--- config.mk ---
export PLATFORM = sky130hd
export DESIGN_NAME = exercise2_66_tester
export DESIGN_NICKNAME = d
export VERILOG_FILES = /design/src/rtl/exercise2_66_tester.sv
export SDC_FILE = /design/constraint.sdc
export NUM_CORES = 1
export LEC_CHECK = 0
export BUFFER_PORTS_ARGS = -buffer_cell sky130_fd_sc_hd__buf_2
export CAP_MARGIN = 20
export CORE_MARGIN = 2
export CORE_UTILIZATION = 45
export CTS_CLUSTER_SIZE = 8
export DETAILED_ROUTE_END_ITERATION = 8
export GPL_TIMING_DRIVEN = 0
export PLACE_DENSITY = 0.66
export SYNTH_ARGS = -nofsm -noshare
export SYNTH_HDL_FRONTEND = slang
export SYNTH_SLANG_ARGS = --single-unit
--- constraint.sdc ---
create_clock -name i_clk -period 6.9 [get_ports i_clk]
set_input_delay 1.38 -clock i_clk [delete_from_list [all_inputs] [get_ports i_clk]]
set_output_delay 1.38 -clock i_clk [all_outputs]
set_load 0.02 [all_outputs]
--- src/rtl/exercise2_66_tester.sv ---
// Exhaustive stimulus driver and checker for a 5-input, 2-output combinational block.
// Walks all 32 vectors, holds each SETTLE cycles, and compares f/g against truth tables.
module exercise2_66_tester #(
    parameter logic [31:0] F_TABLE = 32'hC8F5_0035,
    parameter logic [31:0] G_TABLE = 32'hC8F5_0035,
    parameter int unsigned SETTLE  = 1
) (
    input  logic       i_clk,
    input  logic       i_rst,
    input  logic       i_start,
    input  logic       i_f,
    input  logic       i_g,
    output logic       o_x1,
    output logic       o_x2,
    output logic       o_x3,
    output logic       o_x4,
    output logic       o_x5,
    output logic       o_busy,
    output logic       o_done,
    output logic       o_pass,
    output logic [5:0] o_err_count,
    output logic       o_fail_seen,
    output logic [4:0] o_first_fail_idx,
    output logic [1:0] o_first_fail_fg
);

    typedef enum logic [1:0] {S_IDLE, S_APPLY, S_DONE} state_t;

    localparam logic [7:0] SETTLE_LAST = 8'(SETTLE - 1);

    state_t     r_state;
    logic [4:0] r_idx;
    logic [7:0] r_settle;
    logic       r_busy;
    logic       r_done;
    logic       r_pass;
    logic [5:0] r_err;
    logic       r_fail_seen;
    logic [4:0] r_ff_idx;
    logic [1:0] r_ff_fg;

    logic       w_sample;
    logic       w_mismatch;
    logic [5:0] w_err_next;

    assign w_sample   = (r_settle == SETTLE_LAST);
    assign w_mismatch = (i_f != F_TABLE[r_idx]) || (i_g != G_TABLE[r_idx]);
    assign w_err_next = r_err + 6'(w_mismatch);

    always_ff @(posedge i_clk) begin
        if (i_rst) begin
            r_state     <= S_IDLE;
            r_idx       <= 5'd0;
            r_settle    <= 8'd0;
            r_busy      <= 1'b0;
            r_done      <= 1'b0;
            r_pass      <= 1'b0;
            r_err       <= 6'd0;
            r_fail_seen <= 1'b0;
            r_ff_idx    <= 5'd0;
            r_ff_fg     <= 2'b00;
        end else begin
            case (r_state)
                S_IDLE, S_DONE: begin
                    if (i_start) begin
                        r_state     <= S_APPLY;
                        r_idx       <= 5'd0;
                        r_settle    <= 8'd0;
                        r_busy      <= 1'b1;
                        r_done      <= 1'b0;
                        r_pass      <= 1'b0;
                        r_err       <= 6'd0;
                        r_fail_seen <= 1'b0;
                        r_ff_idx    <= 5'd0;
                        r_ff_fg     <= 2'b00;
                    end
                end
                S_APPLY: begin
                    if (w_sample) begin
                        if (w_mismatch) begin
                            r_err <= w_err_next;
                            // Only the first failure of a sweep is captured.
                            if (!r_fail_seen) begin
                                r_fail_seen <= 1'b1;
                                r_ff_idx    <= r_idx;
                                r_ff_fg     <= {i_f, i_g};
                            end
                        end
                        if (r_idx == 5'd31) begin
                            r_state <= S_DONE;
                            r_busy  <= 1'b0;
                            r_done  <= 1'b1;
                            r_pass  <= (w_err_next == 6'd0);
                        end else begin
                            r_idx    <= r_idx + 5'd1;
                            r_settle <= 8'd0;
                        end
                    end else begin
                        r_settle <= r_settle + 8'd1;
                    end
                end
                default: r_state <= S_IDLE;
            endcase
        end
    end

    assign {o_x1, o_x2, o_x3, o_x4, o_x5} = r_idx;
    assign o_busy           = r_busy;
    assign o_done           = r_done;
    assign o_pass           = r_pass;
    assign o_err_count      = r_err;
    assign o_fail_seen      = r_fail_seen;
    assign o_first_fail_idx = r_ff_idx;
    assign o_first_fail_fg  = r_ff_fg;

endmodule

==> impl_metrics.yaml <==
status:
  status: "finished, final reports clean"
finish:
  drive_gt1_share_pct: 20.8
  fin_cells: 284
  nets: 246
  final_core_util_pct: 54.5
  fin_area_um2: 2000
  area_growth_pct: 15.8
  fillers: 346
  n_antenna_cell: 0
logic_synthesis:
  yosysWarnings: 0
  seq_area_frac_synth_pct: 38.3
  avgSynthCellArea_um2: 8.53
  netlist_instances: 202
  synth_cell_types: 44
  synth_flop_cell: "dfxtp_1"
  async_flop_share_pct: 0
  syn_area_um2: 1720
  synth.net_count: 213
  ys_seq_elements: 33
  synth_edf_count: 0
placement:
  hpwlAfterDp_um: 2990
  place.gp.congestion: 0.797
  dpl_cell_area_um2: 1910
  placed_cells: 276
  port_buffers: 26
sta:
  min_period_ns: 3.35
  fmax_ghz: 0.299
  hold_viol: 0
  rsz0062_at_grt: "no"
  setup_viol: 0
  slew_viol_final: 0
  worstMarginPinSlew_ns: 0.776
  post-route-period-util_pct: 48.5
  setup_tns_ns: 0
  slew_headroom_pct: 47.9
  skew_ns: 0.00570
  whs_ns: 0.467
clock_network:
  cts_resized: 0
  cts_sinks: 33
  insertion_delay_ns: 0.29
  cts_tree: "built"
  cts_buffer_depth: 2
  numCtsBuffers: 5
  post_cts_buffers: 0
  cts_root_buf: "clkbuf_8"
  htreeDepth: 2
  cts_hold_buf: 0
  clkTransAtPathRegs_ns: 0.07
worst_setup_path:
  cp-start-kind: "primary input"
  critPathCaptureType: "flop"
  cp.required_ns: 7.12
  worstPathArrival_ns: 3.57
  path_class: "in2reg"
  ff2ff_path_depth: 8
  path_max_fanout: 6
  timing.rr.start: "r_idx[0]$_SDFFE_PP0N_"
  rrSetupSlack_ns: 4.23
worst_hold_path:
  hp-start: "o_done$_SDFFE_PP0P_"
  hold_end: "o_done$_SDFFE_PP0P_"
  min_delay_path_depth: 2
  min_path_type: "reg2reg"
floorplanning:
  num_io_pins: 27
  die_h_um: 65.9
  core_area_um2: 3660
  initial_core_util_pct: 47.1
  die_x_um: 65.9
  rows: 22
  die_area_um2: 4340
drt:
  vias: 1642
  routed_wirelength_um: 4230
  remaining_drc_errors: 0
  wl_per_cell_um: 14.9
  drt_iter0_drc: 90
  ant_nets: 0
  viasPerCell: 5.78
  drt-pass1-iter-count: 4
grt:
  grt_pass1_vias: 1569
  antenna_found_initial: 0
  grt_max_degree: 11
  grt_pass1_wl_um: 7310
  grt-ovfl-total: 0
  grt_usage_pct: 21.9
job:
  drv_cap: 0
power_and_ir_drop:
  powerDensity_nw_per_um2: 196
  ir_drop_mv: 0.0879
  leakagePower_nw: 0.865
==> cells in the final DEF, fill, tap and decap left out, types with 3 or more instances in the layout <==
cell type,count
clkbuf_1,4
and3_1,8
nand3_1,6
clkbuf_8,7
inv_1,4
a21oi_1,25
o21ai_0,18
buf_2,29
or3_1,5
and2_1,4
dfxtp_1,33
a31oi_1,5
ha_1,6
nor3_1,6
nor2_1,16
nand2_1,14
nand2b_1,3
a311oi_1,4
nor4_1,3
==> sequential cells by signal, indices dropped and copies added, names as in the netlist, named ones only <==
name	cells
o_first_fail_fg	2
r_idx	5
r_settle	8
r_state	2
o_pass	1
o_fail_seen	1
o_busy	1
o_done	1
o_first_fail_idx	5
o_err_count	6
==> worst max-delay path by stage <==
stage	cells past startpoint	from	endpoint
floorplan	8	i_f	o_pass$_SDFFE_PP0P_
global placement	9	i_f	o_pass$_SDFFE_PP0P_
detailed placement	9	i_f	o_pass$_SDFFE_PP0P_
CTS	9	i_f	o_pass$_SDFFE_PP0P_
global route	9	i_f	o_pass$_SDFFE_PP0P_
finish	9	i_f	o_pass$_SDFFE_PP0P_
==> worst max-delay path, cell delays in order <==
cell and delay, ns:
buf_2 0.11, or3_1 0.36, and2_1 0.20, ha_1 0.20, ha_1 0.26, xor2_1 0.16
or3_2 0.40, or3_1 0.35, a21oi_1 0.14
==> power breakdown <==
group	internal, mW	leakage [nW]	switching (mW)
combinational	0.0177	0.553	0.0324
clock	0.0698	0.0450	0.0717
sequential	0.195	0.267	0.00415
total	0.282	0.865	0.108
==> cell type report <==
class | count | area [um^2] | share of cell area [%]
Buffer | 8 | 53.8 | 2.70
Clock buffer | 6 | 72.6 | 3.64
Clock inverter | 2 | 10.0 | 0.502
Inverter | 4 | 15.0 | 0.752
Multi-Input combinational cell | 157 | 993 | 49.8
Sequential cell | 33 | 661 | 33.1
Tap cell | 48 | 60.1 | 3.01
Timing Repair Buffer | 26 | 130 | 6.52
==> stage by stage <==
step / setup slack, ns / total power [mW]
detailed placement: 3.27 / 0.253
finish: 3.55 / 0.391
CTS: 3.55 / 0.393
global route: 3.41 / 0.406
global placement: 3.27 / 0.253
floorplan: 3.50 / 0.238
==> routing by layer <==
layer / vias to the layer above / global-route usage, % / part of all wire [%]
li1: 822 / - / -
met1: 767 / 27.3 / 47
met2: 47 / 37.4 / 47
met3: 6 / 5.11 / 4.4
met4: 0 / 6.25 / 1.3
met5: - / 0 / 0
==> synth_stat cells, types with 2 or more instances <==
cell       n  area, um^2
a21oi_1   25         125
a22oi_1    2        15.0
a311oi_1   4        35.0
a31oi_1    5        31.3
and2_1     4        25.0
and3_1     8        50.1
buf_2      3        15.0
clkbuf_1   3        11.3
clkbuf_8   2        27.5
dfxtp_1   33         661
ha_1       6        75.1
inv_1      4        15.0
mux2i_1    2        20.0
nand2_1   14        52.6
nand2b_1   3        18.8
nand3_1    6        30.0
nand3b_1   2        15.0
nand4_1    2        12.5
nor2_1    16        60.1
nor2b_1    2        12.5
nor3_1     6        30.0
nor3b_1    2        15.0
nor4_1     3        18.8
o211a_1    2        20.0
o21ai_0   18        90.1
or2_2      2        12.5
or3_1      5        31.3
or3_2      2        15.0
==> kinds of logic (layout without fill, tap and decap cells) <==
| logic type | after synthesis | in the layout | synth area share, % |
|---|---|---|---|
| DFF | 33 | 33 | 38.3 |
| AOI/OAI and AO/OA | 66 | 66 | 24.9 |
| buffers and inverters | 12 | 46 | 3.99 |
| adders and majority gates | 6 | 6 | 4.36 |
| xor gates and xnor gates | 1 | 1 | 0.508 |
| and+or+nand+nor | 82 | 82 | 26.7 |
| muxes | 2 | 2 | 1.16 |
Note: power is estimated with default switching activity, not from simulation.
